## config.mk

```make
export PLATFORM = sky130hd
export DESIGN_NAME = zigzag_rle_encoder
export DESIGN_NICKNAME = d
export VERILOG_FILES = /design/src/rtl/zigzag_rle_encoder_pkg.sv /design/src/rtl/zigzag_rle_encoder_zigzag_rom.sv /design/src/rtl/zigzag_rle_encoder.sv
export SDC_FILE = /design/constraint.sdc
export NUM_CORES = 1
export LEC_CHECK = 0
export CAP_MARGIN = 0
export CORE_MARGIN = 5
export CORE_UTILIZATION = 55
export DETAILED_ROUTE_END_ITERATION = 16
export PLACE_DENSITY = 0.73
export SLEW_MARGIN = 10
export SYNTH_ARGS = -nofsm -noshare
export SYNTH_HDL_FRONTEND = slang
export SYNTH_SLANG_ARGS = --single-unit
```

## constraint.sdc

```tcl
create_clock -name clk_i -period 6.8 [get_ports clk_i]
set_clock_uncertainty 0.15 [all_clocks]
set_input_delay 2.04 -clock clk_i [delete_from_list [all_inputs] [get_ports clk_i]]
set_output_delay 2.04 -clock clk_i [all_outputs]
set_load 0.02 [all_outputs]
```

## src/rtl/zigzag_rle_encoder_pkg.sv

```systemverilog
// Shared widths, FSM state type and the zigzag scan tables for the
// 8x8 block encoder and any block that walks coefficients in zigzag order.
package zigzag_rle_encoder_pkg;

    localparam int HDATA_BIT      = 12;
    localparam int RUN_BIT        = 6;
    localparam int BLOCK_BIT      = 3;
    localparam int BLOCK_AREA_BIT = 6;
    localparam int BLOCK_AREA     = 64;

    typedef enum logic {
        S_YAZ = 1'b0,   // collecting coefficients
        S_OKU = 1'b1    // scanning and emitting (run, value) pairs
    } enc_state_e;

    // Forward table: zigzag index -> raster address {row, col}.
    localparam logic [BLOCK_AREA_BIT-1:0] ZZ_TABLE [BLOCK_AREA] = '{
         0,  1,  8, 16,  9,  2,  3, 10,
        17, 24, 32, 25, 18, 11,  4,  5,
        12, 19, 26, 33, 40, 48, 41, 34,
        27, 20, 13,  6,  7, 14, 21, 28,
        35, 42, 49, 56, 57, 50, 43, 36,
        29, 22, 15, 23, 30, 37, 44, 51,
        58, 59, 52, 45, 38, 31, 39, 46,
        53, 60, 61, 54, 47, 55, 62, 63
    };

    // Inverse table: raster address {row, col} -> zigzag index.
    localparam logic [BLOCK_AREA_BIT-1:0] IZZ_TABLE [BLOCK_AREA] = '{
         0,  1,  5,  6, 14, 15, 27, 28,
         2,  4,  7, 13, 16, 26, 29, 42,
         3,  8, 12, 17, 25, 30, 41, 43,
         9, 11, 18, 24, 31, 40, 44, 53,
        10, 19, 23, 32, 39, 45, 52, 54,
        20, 22, 33, 38, 46, 51, 55, 60,
        21, 34, 37, 47, 50, 56, 59, 61,
        35, 36, 48, 49, 57, 58, 62, 63
    };

endpackage

```

## src/rtl/zigzag_rle_encoder_zigzag_rom.sv

```systemverilog
// Combinational dual zigzag lookup: zigzag index -> raster address and
// raster address -> zigzag index. Usable by the normalizer as well.
module zigzag_rom
    import zigzag_rle_encoder_pkg::*;
(
    input  logic [BLOCK_AREA_BIT-1:0] i_zz_idx,
    output logic [BLOCK_AREA_BIT-1:0] o_raster,
    input  logic [BLOCK_AREA_BIT-1:0] i_raster,
    output logic [BLOCK_AREA_BIT-1:0] o_zz_idx
);

    assign o_raster = ZZ_TABLE[i_zz_idx];
    assign o_zz_idx = IZZ_TABLE[i_raster];

endmodule

```

## src/rtl/zigzag_rle_encoder.sv

```systemverilog
// Zigzag run-length encoder: buffers one 8x8 block of quantized
// coefficients addressed by (row, col), then scans it in zigzag order and
// emits (run, value) pairs, flagging the last nonzero pair of the block.
//
// Handshake (both sides): a beat transfers on a rising edge where
// valid && ready. Once hd_gecerli_o is high, hd_run_o/hd_veri_o/hd_son_o
// hold steady until the edge that transfers them.
module zigzag_rle_encoder
    import zigzag_rle_encoder_pkg::*;
(
    input  logic                        clk_i,
    input  logic                        rst_i,
    input  logic signed [HDATA_BIT-1:0] ct_veri_i,
    input  logic [BLOCK_BIT-1:0]        ct_row_i,
    input  logic [BLOCK_BIT-1:0]        ct_col_i,
    input  logic                        ct_gecerli_i,
    input  logic                        ct_blok_son_i,
    output logic                        ct_hazir_o,
    output logic [RUN_BIT-1:0]          hd_run_o,
    output logic signed [HDATA_BIT-1:0] hd_veri_o,
    output logic                        hd_gecerli_o,
    output logic                        hd_son_o,
    input  logic                        hd_hazir_i,
    output enc_state_e                  o_dbg_state
);

    enc_state_e                  r_state;
    enc_state_e                  w_next_state;

    logic [HDATA_BIT-1:0]        r_buf [BLOCK_AREA];
    logic [BLOCK_AREA-1:0]       r_written;   // raster-indexed: entry holds a value
    logic [BLOCK_AREA-1:0]       r_nz_zz;     // zigzag-indexed: entry is nonzero
    logic [BLOCK_AREA_BIT-1:0]   r_zz;
    logic [RUN_BIT-1:0]          r_run;

    logic [RUN_BIT-1:0]          r_out_run;
    logic signed [HDATA_BIT-1:0] r_out_veri;
    logic                        r_out_valid;
    logic                        r_out_son;

    logic [BLOCK_AREA_BIT-1:0]   w_wr_addr;
    logic [BLOCK_AREA_BIT-1:0]   w_wr_zz;
    logic [BLOCK_AREA_BIT-1:0]   w_rd_addr;
    logic [BLOCK_AREA_BIT-1:0]   w_last_nz;
    logic signed [HDATA_BIT-1:0] w_coef;
    logic                        w_accept;
    logic                        w_emit_cond;
    logic                        w_slot_free;
    logic                        w_load;
    logic                        w_son;

    assign w_wr_addr = {ct_row_i, ct_col_i};

    zigzag_rom u_rom (
        .i_zz_idx (r_zz),
        .o_raster (w_rd_addr),
        .i_raster (w_wr_addr),
        .o_zz_idx (w_wr_zz)
    );

    assign w_accept    = (r_state == S_YAZ) && ct_gecerli_i;
    assign w_coef      = r_written[w_rd_addr] ? r_buf[w_rd_addr] : '0;
    assign w_emit_cond = (r_zz == '0) || (w_coef != '0);
    assign w_slot_free = !r_out_valid || hd_hazir_i;
    assign w_load      = (r_state == S_OKU) && w_emit_cond && w_slot_free;
    assign w_son       = (r_zz == w_last_nz);

    // Highest zigzag index holding a nonzero value; kept as a live mask so a
    // later zero write to a position withdraws it from the end-of-block mark.
    always_comb begin
        w_last_nz = '0;
        for (int i = 0; i < BLOCK_AREA; i++) begin
            if (r_nz_zz[i]) w_last_nz = BLOCK_AREA_BIT'(i);
        end
    end

    // State register.
    always_ff @(posedge clk_i or posedge rst_i) begin
        if (rst_i) r_state <= S_YAZ;
        else       r_state <= w_next_state;
    end

    // Next state: leave YAZ on the accepted last beat, leave OKU on the son pair.
    always_comb begin
        w_next_state = r_state;
        case (r_state)
            S_YAZ:   if (w_accept && ct_blok_son_i) w_next_state = S_OKU;
            S_OKU:   if (w_load && w_son)           w_next_state = S_YAZ;
            default: w_next_state = S_YAZ;
        endcase
    end

    // Coefficient storage; stale contents are masked by r_written.
    always_ff @(posedge clk_i) begin
        if (w_accept) r_buf[w_wr_addr] <= ct_veri_i;
    end

    // Masks, scan pointer/run counter and the output register.
    always_ff @(posedge clk_i or posedge rst_i) begin
        if (rst_i) begin
            r_written   <= '0;
            r_nz_zz     <= '0;
            r_zz        <= '0;
            r_run       <= '0;
            r_out_run   <= '0;
            r_out_veri  <= '0;
            r_out_valid <= 1'b0;
            r_out_son   <= 1'b0;
        end else begin
            if (w_accept) begin
                r_written[w_wr_addr] <= 1'b1;
                r_nz_zz[w_wr_zz]     <= (ct_veri_i != '0);
                if (ct_blok_son_i) begin
                    r_zz  <= '0;
                    r_run <= '0;
                end
            end

            if (r_state == S_OKU) begin
                if (!w_emit_cond) begin
                    r_run <= r_run + RUN_BIT'(1);
                    r_zz  <= r_zz + BLOCK_AREA_BIT'(1);
                end else if (w_slot_free) begin
                    r_run <= '0;
                    r_zz  <= r_zz + BLOCK_AREA_BIT'(1);
                    if (w_son) begin
                        r_written <= '0;
                        r_nz_zz   <= '0;
                    end
                end
            end

            if (w_load) begin
                r_out_run   <= r_run;
                r_out_veri  <= w_coef;
                r_out_son   <= w_son;
                r_out_valid <= 1'b1;
            end else if (hd_hazir_i) begin
                r_out_valid <= 1'b0;
            end
        end
    end

    assign ct_hazir_o   = (r_state == S_YAZ);
    assign hd_run_o     = r_out_run;
    assign hd_veri_o    = r_out_veri;
    assign hd_gecerli_o = r_out_valid;
    assign hd_son_o     = r_out_son;
    assign o_dbg_state  = r_state;

endmodule

```

Yosys cells after proc, flatten, opt, wreduce, memory -nomap -nowiden
Memory sizes are Yosys's and may differ from the RTL's.
Index checks and enable logic that the tools add are counted.
{"block": "op_classes", "add_sub_neg": 2, "reduce_logical": 14, "n_lt_le_gt_ge": 7, "n_mul": 0, "bitwise_logic": 4, "eq_ne": 1, "n_div": 0, "shifts": 0, "n_mux": 102}
{"op": "64-bit 2-to-1 mux", "n": 10}
{"op": "6-bit 2-to-1 mux", "n": 74}
{"op": "64-bit bitwise mux", "n": 1}
{"op": "64-bit bitwise OR", "n": 1}
{"op": "12-bit nonzero test", "n": 2}
{"op": "6-bit by 7-bit less-than comparator with 1-bit output (second input constant)", "n": 3}
{"op": "7-bit greater-or-equal comparator (second input constant)", "n": 2}
{"op": "6-bit inverter with 7-bit output", "n": 2}
{"op": "6-bit by 1-bit adder with 6-bit output (second input constant)", "n": 2}
{"op": "1-bit demux with 6-bit select", "n": 2}
{"op": "6-bit by 1-bit greater-or-equal comparator with 1-bit output (second input constant)", "n": 2}
{"op": "12-bit 2-to-1 mux", "n": 1}
{"op": "1-bit 2-to-1 mux", "n": 10}
{"op": "1-bit logical AND", "n": 7}
{"op": "1-bit binary-select mux with 6-bit select", "n": 1}
{"op": "6-bit equality test", "n": 1}
{"op": "6-bit logical NOT", "n": 1}
{"op": "2-bit 2-to-1 mux", "n": 2}
{"op": "1-bit logical OR", "n": 2}
{"op": "1-bit case mux with 2 select lines", "n": 1}
{"op": "2-bit nonzero test", "n": 1}
{"op": "1-bit logical NOT", "n": 1}
{"op": "1-bit inverter", "n": 1}
{"block": "word_totals", "latchBits": 0, "out_inout_bits": 22, "ram_bits": 768, "ff_bits": 161, "wordCells": 142, "rom_bits": 768, "n_memories": 3}
{"name": "r_buf", "depth": 64, "word_bits": 12, "read_ports": 1, "rd_clocked_by_memory_dff": 0, "write_ports": 1, "line": "zigzag_rle_encoder.sv:30", "source": "logic [HDATA_BIT-1:0] r_buf [BLOCK_AREA];"}
{"name": "(name not given)", "depth": 64, "word_bits": 6, "read_ports": 1, "rd_clocked_by_memory_dff": 0, "write_ports": 0, "line": "zigzag_rle_encoder_zigzag_rom.sv:13", "source": "assign o_zz_idx = IZZ_TABLE[i_raster];"}
{"name": "(name not given)", "depth": 64, "word_bits": 6, "read_ports": 1, "rd_clocked_by_memory_dff": 0, "write_ports": 0, "line": "zigzag_rle_encoder_zigzag_rom.sv:12", "source": "assign o_raster = ZZ_TABLE[i_zz_idx];"}

Longest topological paths before layout
Gate-level depths: netlist of run 1.
{"block": "logic_depth", "ltp_word": 68, "ltp_mapped": 23, "depth_no_buf": 16}

By module
Synthesis of run 1 repeated with hierarchy kept, for this count alone.
{"block": "hier_totals", "cells_unflattened": 2513, "hier_area_um2": 39401.5}
{"mod": "zigzag_rle_encoder", "area_each_um2": 37913.9, "n_inst": 1, "cells_each": 2291}
{"mod": "zigzag_rom", "area_each_um2": 1487.7, "n_inst": 1, "cells_each": 222}

Worst setup path after synthesis of run 1
Ideal clock, no wire load.
{"block": "synth_timing", "path_type": "input to register", "start": "input port ct_col_i[0]", "end": "register r_nz_zz[38]", "arrival_time_ns": 4.994, "path_buffers": 2, "cell_stages": 14, "setup_slack_ns": 1.569, "path_cell_list": "clkbuf_1 -> inv_1 -> ha_1 -> a221oi_1 -> a21oi_1 -> nand2_1 -> o21ai_0 -> a2111oi_0 -> nand2_1 -> a21oi_1 -> and2_1 -> clkbuf_1 -> a21oi_1 -> nor3_1"}
{"block": "synth_between", "elab_chain_len": 14, "elab_cells_between_ends": 15}
{"item": "start, declared", "line": "zigzag_rle_encoder.sv:15", "source": "input logic [BLOCK_BIT-1:0] ct_col_i,"}
{"item": "6-bit inverter with 7-bit output (implied by the code) (*)", "line": "zigzag_rle_encoder_zigzag_rom.sv:13"}
{"item": "memory 64 x 6 bit (*)"}
{"item": "6-bit 2-to-1 mux (implied by the code) (*) (2 in series)", "line": "zigzag_rle_encoder_zigzag_rom.sv:13"}
{"item": "6-bit by 7-bit less-than comparator with 1-bit output (implied by the code) / 6-bit by 1-bit greater-or-equal comparator with 1-bit output (equally long branches)", "line": "zigzag_rle_encoder.sv:112", "source": "r_nz_zz[w_wr_zz] <= (ct_veri_i != '0);"}
{"item": "1-bit logical AND (implied by the code)", "line": "zigzag_rle_encoder.sv:112"}
{"item": "1-bit 2-to-1 mux (implied by the code)", "line": "zigzag_rle_encoder.sv:112"}
{"item": "1-bit demux with 6-bit select (*)", "line": "zigzag_rle_encoder.sv:112"}
{"item": "64-bit bitwise mux (*)", "line": "zigzag_rle_encoder.sv:112"}
{"item": "64-bit 2-to-1 mux (*)", "line": "zigzag_rle_encoder.sv:110", "source": "if (w_accept) begin"}
{"item": "64-bit 2-to-1 mux", "line": "zigzag_rle_encoder.sv:126", "source": "if (w_son) begin"}
{"item": "64-bit 2-to-1 mux", "line": "zigzag_rle_encoder.sv:123", "source": "end else if (w_slot_free) begin"}
{"item": "64-bit 2-to-1 mux", "line": "zigzag_rle_encoder.sv:120", "source": "if (!w_emit_cond) begin"}
{"item": "64-bit 2-to-1 mux (*)", "line": "zigzag_rle_encoder.sv:119", "source": "if (r_state == S_OKU) begin"}
{"item": "end signal, assigned by index", "line": "zigzag_rle_encoder.sv:112"}
{"item": "end, declared", "line": "zigzag_rle_encoder.sv:32", "source": "logic [BLOCK_AREA-1:0] r_nz_zz;"}
Every way passes the cells marked *; elsewhere a longest branch is shown, timed or not. The select of a mux whose other input is x is not followed.
A chain may end at the register's enable or synchronous reset.

Worst setup path in the final report of run 1
{"block": "layout_timing", "start": "register r_zz[0]", "end": "register r_nz_zz[13]"}
{"block": "layout_between", "elab_chain_len": 11, "elab_cells_between_ends": 16}
{"item": "start, declared", "line": "zigzag_rle_encoder.sv:33", "source": "logic [BLOCK_AREA_BIT-1:0] r_zz;"}
{"item": "start signal, assigned", "line": "zigzag_rle_encoder.sv:122", "source": "r_zz <= r_zz + BLOCK_AREA_BIT'(1);"}
{"item": "start signal, assigned", "line": "zigzag_rle_encoder.sv:125", "source": "r_zz <= r_zz + BLOCK_AREA_BIT'(1);"}
{"item": "6-bit inverter with 7-bit output (implied by the code)", "line": "zigzag_rle_encoder_zigzag_rom.sv:12"}
{"item": "memory 64 x 6 bit"}
{"item": "6-bit 2-to-1 mux (implied by the code) (2 in series)", "line": "zigzag_rle_encoder_zigzag_rom.sv:12"}
{"item": "1-bit binary-select mux with 6-bit select", "line": "zigzag_rle_encoder.sv:62", "source": "assign w_coef = r_written[w_rd_addr] ? r_buf[w_rd_addr] : '0;"}
{"item": "1-bit 2-to-1 mux (implied by the code)", "line": "zigzag_rle_encoder.sv:62"}
{"item": "12-bit 2-to-1 mux", "line": "zigzag_rle_encoder.sv:62"}
{"item": "12-bit nonzero test", "line": "zigzag_rle_encoder.sv:63", "source": "assign w_emit_cond = (r_zz == '0) || (w_coef != '0);"}
{"item": "1-bit logical OR", "line": "zigzag_rle_encoder.sv:63"}
{"item": "64-bit 2-to-1 mux (*)", "line": "zigzag_rle_encoder.sv:120"}
{"item": "64-bit 2-to-1 mux (*)", "line": "zigzag_rle_encoder.sv:119"}
Marked as above.

==> results summary, run 1 <==
Global routing finished with a remaining overflow of 0. The largest net degree at the start of global routing is 89. The endpoint class of the critical path is a flop.

The origin of the critical flop-to-flop path is r_zz[0]. The net count of the finished layout is 3371. The number of instances in the synthesized netlist came out at approximately 3200. The global routing met2 resource utilization is 0.455. The layout filler cell count came out at between 5000 and 6000. The H-tree generated during clock tree synthesis spans 3 levels. TritonCTS built the clock tree. The routed length per instance is ~27 microns. Compared with the post-synthesis result, the final layout area differs by 13.5%. The number of DRC violations after detailed-routing iteration 0 is ~4100. sky130_fd_sc_hd__edfxtp_1 takes more of the synthesized area than any other cell. The sequential area share after synthesis is 0.671. The number of DRC violations after detailed routing is 0. The flop-to-flop setup slack is 0.28 ns. Setup repair after global routing left no endpoint under its margin. The maximum fanout along the worst path is slightly below 50. The placed cell count is 4190. Measured against its own limit, the worst slew margin works out to 0.168. The destination of the critical timing path is r_nz_zz[13].

On the critical path, the stage with the largest delay is an instance of sky130_fd_sc_hd__or4_4. Summing all flip-flop and latch instances after layout gives 0.0271 sq mm. The wire length reported by the detailed router came out at 119 mm. In the global route stage, overall resource usage came out at 0.298. The critical path is of the reg -> reg type. The cell occurring most often along the worst timing path is sky130_fd_sc_hd__buf_4. The setup TNS came out at 0 ns. In this run the worst setup path begins at r_zz[0]. The boundary pin count is 45. STA puts the critical path data arrival time at ~6.9 ns. Based on the critical path, the design can be clocked at up to between 150 and 200 MHz. Setup violations remaining at the end of the flow were counted as 0.

The last weighted congestion value of the routability-driven placer came out at 0.966. The final cell count without fillers is 4371. After floorplanning, the core was divided into between 90 and 100 placement rows. STA puts the critical path data required time at ~7 ns. In the global route stage, met3 resource usage came out at 0.0852. The clock passes through at most 3 buffers. The number of enable flip-flop cells after synthesis is 768. The clock insertion delay at the later pin of the skew report came out at approximately 0.7 ns.

The number of violations of the max-capacitance limit came out at 0. The per-instance average area after synthesis is approximately 13 sq um. The flow ran to the end, and the final reports show no timing, DRC or antenna violations. The count of TritonRoute iterations in the first routing pass came out at 6. The time the worst path needs with I/O delays and setup is between 6 and 7 ns. The floorplan step set the die width to 281 microns. The region available for standard cell placement spans roughly 0.073 sq mm. The post-detailed-placement half-perimeter wirelength is between 70 and 80 mm.

The synthesized design contains about 930 register bits. The total count of hold-check failures in the final report came out at 0. For this run, the leading register cell type out of synthesis is sky130_fd_sc_hd__edfxtp_1. The endpoint identified for the worst register-to-register timing path is r_nz_zz[13]. The tree is rooted in a sky130_fd_sc_hd__clkbuf_16. The overall die height came out at around 280 microns. The clock buffer count from CTS is 95. On the worst path, the slowest cell contributes a delay of ~0.78 ns. The transition at the pin with the smallest max-transition slack came out at between 1 and 1.5 ns. The remaining antenna violation count after routing came out at 0. STA classifies the critical path startpoint as a flop. The path class of the tightest hold or removal check is reg -> reg. The area of the mapped netlist is ~0.040 sq mm.

The clock transition at the registers of the reported paths came out at around 0.060 ns. Counting cells, the worst reg-to-reg path comes to 19. Of the cells placed in the final design, the portion with a size suffix greater than 1 is 0.121. In the post-synthesis netlist, the biggest area contributors are sky130_fd_sc_hd__edfxtp_1, sky130_fd_sc_hd__dfrtp_1, sky130_fd_sc_hd__a211oi_1. Walking the worst path, the cells encountered are inv_1 -> ha_1 -> nand2b_1 -> a21oi_1 -> or4_4 -> nand2_8 -> buf_12 -> buf_4 -> mux2i_1 -> a211oi_1 -> o41ai_1 -> buf_4 -> and4_1 -> nand4_1 -> nor3_2 -> a31oi_2 -> o211a_4 -> buf_4 -> nor3_1. The routing layer with the top usage in global route is met2. For this run, global-route usage on met1 was measured as 0.410. The final number of max-transition violations came out at 0.

The synthesized net count is 3257. In the finished design, the share of the clock period the worst path needs comes to 0.959. The total die area came out at between 0.07 and 0.08 sq mm. The footprint of the multi-input gates is between 0.01 and 0.015 sq mm.

The count of cells along the worst hold path came out at 1. The area fraction of the dominant cell type after synthesis came out at 0.572. The initial antenna violation count came out at 3. The sink count of the clock tree is around 930.

The wire length of the first global-routing pass is between 150 and 200 mm. The count of cell types in the netlist came out at 79. In the synthesized netlist the async set-or-reset flop fraction comes to 0.172.

The via density per instance came out at around 6.6. The number of vias after detailed routing came out at roughly 29000. Yosys printed 0 warnings.

The initial utilization of the core area, before any placement, comes to 0.554. The count of buffers added on input and output ports is 44. The number of global-route vias before repair is 28600.
## registers in the layout, summed over array words and instances (netlist names)
register      cells
hd_gecerli_o      1
hd_son_o          1
r_zz              6
r_written        64
r_run             6
r_buf           768
hd_veri_o        12
o_dbg_state       1
r_nz_zz          63
hd_run_o          6
## through the flow
step | utilization | hold slack [ns] | cell area, sq um | setup WS, ns
2_1_floorplan | - | 0.308 | 40300 | 0.290
3_3_place_gp | 0.585 | 0.318 | 42600 | 0.398
3_5_place_dp | 0.585 | 0.326 | 42600 | 0.308
4_1_cts | 0.628 | 0.344 | 45800 | 0.274
5_1_grt | 0.629 | 0.363 | 45800 | 0.0296
6_report | 0.629 | 0.343 | 45800 | 0.276
## cell families after synthesis
kind of cell	Yosys count	share of synthesized area
simple gates	1203	0.138
flops	928	0.671
compound gates	631	0.109
buf+inv	262	0.0316
mux	164	0.0430
fa+ha+maj	20	0.00620
xor+xnor	6	0.00130
## layer usage
layer,wire [microns],up-vias
li1,-,12500
met2,54000,1875
met3,14600,328
met1,45300,14200
met5,27,-
met4,5280,4
## synthesized netlist by cell type, drive strengths merged, types with 20 or more instances
master,number
a31oi,80
o21ai,50
nor2,293
a21oi,104
clkbuf,100
nand3,164
ha,20
o41ai,25
buf,129
dfrtp,160
inv,30
mux2i,137
a211oi,256
nand2,393
and3,140
edfxtp,768
nor4,45
mux2,24
nor3,93
## layout make-up
type,count,area share
flip-flops and latches,928,0.591
multi-input cells,2024,0.264
clock buffers,133,0.0579
repair buffers,246,0.0466
well taps,959,0.0262
clock inverters,47,0.0111
inverters,33,0.00281
diodes,1,0.0000547
## layout by cell type (no fill, tap or decap), types with 12 or more instances in the layout
cell / count
sky130_fd_sc_hd__edfxtp_1: 768
sky130_fd_sc_hd__nand2_1: 392
sky130_fd_sc_hd__nor2_1: 291
sky130_fd_sc_hd__a211oi_1: 256
sky130_fd_sc_hd__buf_4: 183
sky130_fd_sc_hd__nand3_1: 163
sky130_fd_sc_hd__dfrtp_1: 160
sky130_fd_sc_hd__and3_1: 140
sky130_fd_sc_hd__mux2i_1: 137
sky130_fd_sc_hd__a21oi_1: 103
sky130_fd_sc_hd__clkbuf_16: 97
sky130_fd_sc_hd__nor3_1: 91
sky130_fd_sc_hd__a31oi_1: 79
sky130_fd_sc_hd__o21ai_0: 46
sky130_fd_sc_hd__nor4_1: 44
sky130_fd_sc_hd__clkdlybuf4s50_1: 32
sky130_fd_sc_hd__inv_1: 27
sky130_fd_sc_hd__clkbuf_1: 27
sky130_fd_sc_hd__o41ai_1: 22
sky130_fd_sc_hd__clkinv_2: 21
sky130_fd_sc_hd__ha_1: 20
sky130_fd_sc_hd__buf_12: 19
sky130_fd_sc_hd__mux2_2: 17
sky130_fd_sc_hd__a32oi_1: 17
sky130_fd_sc_hd__nor2b_1: 15
sky130_fd_sc_hd__clkinv_1: 13
sky130_fd_sc_hd__o211ai_1: 13
sky130_fd_sc_hd__nand2b_1: 12
sky130_fd_sc_hd__a311oi_1: 12
sky130_fd_sc_hd__buf_2: 12
## worst min path at each step
stage	from	to	slack, ns
after detailed placement	hd_veri_o[0]	hd_veri_o[0]	0.33
final	hd_veri_o[0]	hd_veri_o[0]	0.34
after floorplan	r_written[13]	r_written[13]	0.31
after global routing	r_written[7]	r_written[7]	0.36
after global placement	hd_veri_o[0]	hd_veri_o[0]	0.32
after CTS	hd_veri_o[0]	hd_veri_o[0]	0.34
## repair_timing
item                                   in CTS  in global routing
setup endpoints to repair                   0                 35
endpoints found under the hold margin       0                  0
buffers inserted                            0                  0
hold buffers                                0                  0
resized for setup                           0                  3
## worst max-delay path: cells and delay by family, from the launching register on
family	cells	cell delay [ns]
AND/OR/NAND/NOR	7	2.33
adder cells (fa/ha/maj)	1	0.34
buffers and inverters	5	1.36
flip-flops	1	0.37
multiplexers	1	0.21
AO/OA/AOI/OAI	5	1.55
Power of run 1 is left out: the tool's default activity adds up to more than one toggle a clock period on the data nets, which glitch-free logic cannot reach.
==> inputs of run 2 (changes only) <==
GPL_TIMING_DRIVEN = 0   (was default)
==> run 2 against run 1 <==
Net effect:
- design area rose by 2.0%
- the flow now finishes with violations (capacitance limit, slew limit, setup timing)
- setup slack worse by 0.29 ns
- utilization grew 1.3 points
- flip-flop and latch count did not move
- critical path depth shrank 3
==> results summary, run 2 (synthesis results as in run 1) <==
The residual overflow from global routing is 0 (unchanged). The width of the die was 281 microns (unchanged). The maximum fanout along the worst path came to 10 (-80%). The number of vias after detailed routing came out at 31400 (+8.8%). The starting density of the core came out at 0.554 (unchanged). The tightest hold margin is 0.333 ns (-0.00986 ns). The clock tree buffer depth came out at 3 (unchanged).

The total number of cells along the worst setup path came out at 16 (-3). The via density per instance came to 7.03 (+6.4%). The critical path is of the reg -> reg type.

The layout filler cell count came out at 5359 (-1.7%). The buffers inserted during post-CTS setup optimization came out at 0 (unchanged). The number of port buffers came out at 44 (unchanged).

The last weighted congestion value of the routability-driven placer is 0.974 (+0.90%). The share of the clock period used by the worst path is 1.00 (+0.0431). The transition at the pin with the smallest max-transition slack came to 1.51 ns (+0.259 ns). Clock tree synthesis selected as its root buffer the cell sky130_fd_sc_hd__clkbuf_16. STA classifies the critical path startpoint as a flop.

The total die area is 0.0789 sq mm (unchanged). The maximum clock frequency came out at 147 MHz (-4.3%). The placed cell count is 4291 (+2.4%).

TritonCTS built the clock tree. The depth of the worst register-to-register path came to 16 (-3). The timing startpoint of the critical path is r_zz[0]. The worst setup path is captured at a flop. The time the worst path needs with I/O delays and setup came out at 6.82 ns (+0.293 ns). The endpoint arrival time on the critical path is 7.26 ns (+0.34 ns).

The number of buffer and inverter stages on the critical path came to 3 (-2). The share of layout cells above drive strength 1 came out at 0.135 (+0.0146). More flip-flops sit in one register than any other, and that register is r_buf. The slack of the critical path was -0.0166 ns (-0.293 ns). The boundary pin count is 45 (unchanged). The number of global-route vias before repair is 30100 (+5.3%).

The number of DRC violations after detailed routing is 0 (unchanged). Traced cell by cell, the critical path runs through inv_1 -> ha_1 -> nor3b_1 -> a21oi_1 -> mux4_2 -> nand2_1 -> clkdlybuf4s15_1 -> a211oi_1 -> o41ai_1 -> and4_1 -> nand2_1 -> nor3_2 -> a31oi_4 -> buf_2 -> o211ai_1 -> o311a_1. Among all stages on the critical path, the largest delay is contributed by sky130_fd_sc_hd__clkdlybuf4s15_1. The total global routing track utilization is 0.375 (+0.0767). The remaining antenna violation count after routing came to 0 (unchanged).

The clock buffer count from CTS is 94 (-1.1%). The number of cell rows came out at 99 (unchanged). The total count of hold-check failures in the final report is 0 (unchanged). The overall die height was 281 microns (unchanged). The largest registers in the layout are r_buf: 768 flops, r_written: 64 flops, r_nz_zz: 63 flops. The utilization after layout was 0.641 (+0.0126). The run finished, with violations left. The number of violations of the max-capacitance limit came to 1 (+1). The kind of cell with the highest combined delay along the critical path is compound AO/OA/AOI/OAI gates. The origin of the critical flop-to-flop path is r_zz[0]. The placeable core region is 0.0728 sq mm (unchanged). The path class of the lowest-slack min-delay path is reg -> reg. The sink count of the clock tree is 928 (unchanged). The clock insertion delay at the later pin of the skew report is 0.68 ns (about the same).

The wire length reported by the detailed router came out at 152 mm (+28%). The count of cells along the worst hold path came out at 1 (unchanged). The final number of max-transition violations is 10 (+10).

The post-route standard cell area excluding fillers came out at 0.0467 sq mm (+2.0%). The total of endpoints with negative setup slack in the final report came out at 1 (+1). The final cell count without fillers is 4469 (+2.2%). Counting stages on the worst path, the most repeated cell is sky130_fd_sc_hd__nand2_1. The required time of the worst setup path came out at 7.24 ns (+0.05 ns). The wire length of the first global-routing pass is 211 mm (+18%). The growth of design area from synthesis to finish is 15.8%.

The start point of the worst min-delay path is hd_veri_o[0]. The number of hold buffers added after CTS came out at 0 (unchanged). The post-detailed-placement half-perimeter wirelength came out at 104 mm (+40%). Leaving out fill and tap cells, the most frequent cell in the layout is sky130_fd_sc_hd__edfxtp_1. The headroom to the max-slew limit is -0.00367 (-0.172).

The checks that failed: capacitance limit, slew limit, setup timing. The clock transition at the registers of the reported paths came out at 0.06 ns (about the same). The routed length per instance is 34.0 microns (+25%). The post-placement cell area came to 0.0433 sq mm (+1.7%). The number of nets in the layout came out at 3470 (+2.9%). The stage delay of the slowest cell on the critical path is 0.85 ns (+0.07 ns). The number of flip-flops in the largest register was 768 (unchanged). The number of DRC violations after detailed-routing iteration 0 is 5670 (+38%). The initial antenna violation count came out at 8 (+5).

The count of TritonRoute iterations in the first routing pass is 7 (+1). The largest net degree at the start of global routing came out at 106 (+19%). In the layout the commonest cells are sky130_fd_sc_hd__edfxtp_1, sky130_fd_sc_hd__nand2_1, sky130_fd_sc_hd__a211oi_1, sky130_fd_sc_hd__nor2_1, sky130_fd_sc_hd__nand3_1. The CTS H-tree depth came out at 3 (unchanged).
-- run 2: cell types whose count changed in the layout (fill, tap and decap cells not counted), sizes merged --
cell / before / now
clkbuf: 133 / 214
clkinv: 40 / 50
buf: 214 / 206
bufinv: 7 / 13
clkdlybuf4s15: 0 / 3
inv: 30 / 33
clkinvlp: 3 / 5
diode: 1 / 2
-- run 2: stage by stage --
step	worst slack (ns)	TNS (ns)
3_5_place_dp	-0.630	-71.62
6_report	-0.0166	-0.0166
5_1_grt	-0.00295	-0.00295
2_1_floorplan	0.290	0
4_1_cts	0.0135	0
3_3_place_gp	-1.70	-352.74
-- run 2: final timing paths --
kind	end	slack [ns]
worst max-delay path	r_nz_zz[41]	-0.02
worst min-delay path	hd_veri_o[0]	0.33
worst max register to register	r_nz_zz[41]	-0.02
worst min register to register	hd_veri_o[0]	0.33
max in group asynchronous	r_written[18]	3.99
min in group asynchronous	r_nz_zz[49]	1.66
-- run 2: metal layers --
| metal | routed length [microns] | vias to the layer above | GRT usage | share of wire |
|---|---|---|---|---|
| li1 | - | 12700 | - | - |
| met3 | 22800 | 653 | 0.114 | 0.15 |
| met5 | 54 | - | 0 | 0.00035 |
| met2 | 68200 | 2837 | 0.582 | 0.45 |
| met1 | 49700 | 15200 | 0.463 | 0.33 |
| met4 | 11500 | 8 | 0.233 | 0.076 |
-- run 2: layout make-up --
class / instances / area (sq um) / area share
well taps: 959 / 1200 / 0.0257
inverters: 33 / 131 / 0.00281
plain buffers: 228 / 1180 / 0.0254
clock buffers: 109 / 2450 / 0.0525
repair buffers: 118 / 1570 / 0.0336
clock inverters: 68 / 741 / 0.0159
diodes: 2 / 5.00 / 0.000107
flip-flops and latches: 928 / 27100 / 0.580
multi-input cells: 2024 / 12400 / 0.265
-- run 2: what timing repair did --
item / CTS / global route
gates resized for setup: 16 / 26
endpoints found under the setup margin: 160 / 156
pin swaps: 0 / 1
gates cloned: 0 / 0
Power of run 2 is left out for the same reason.
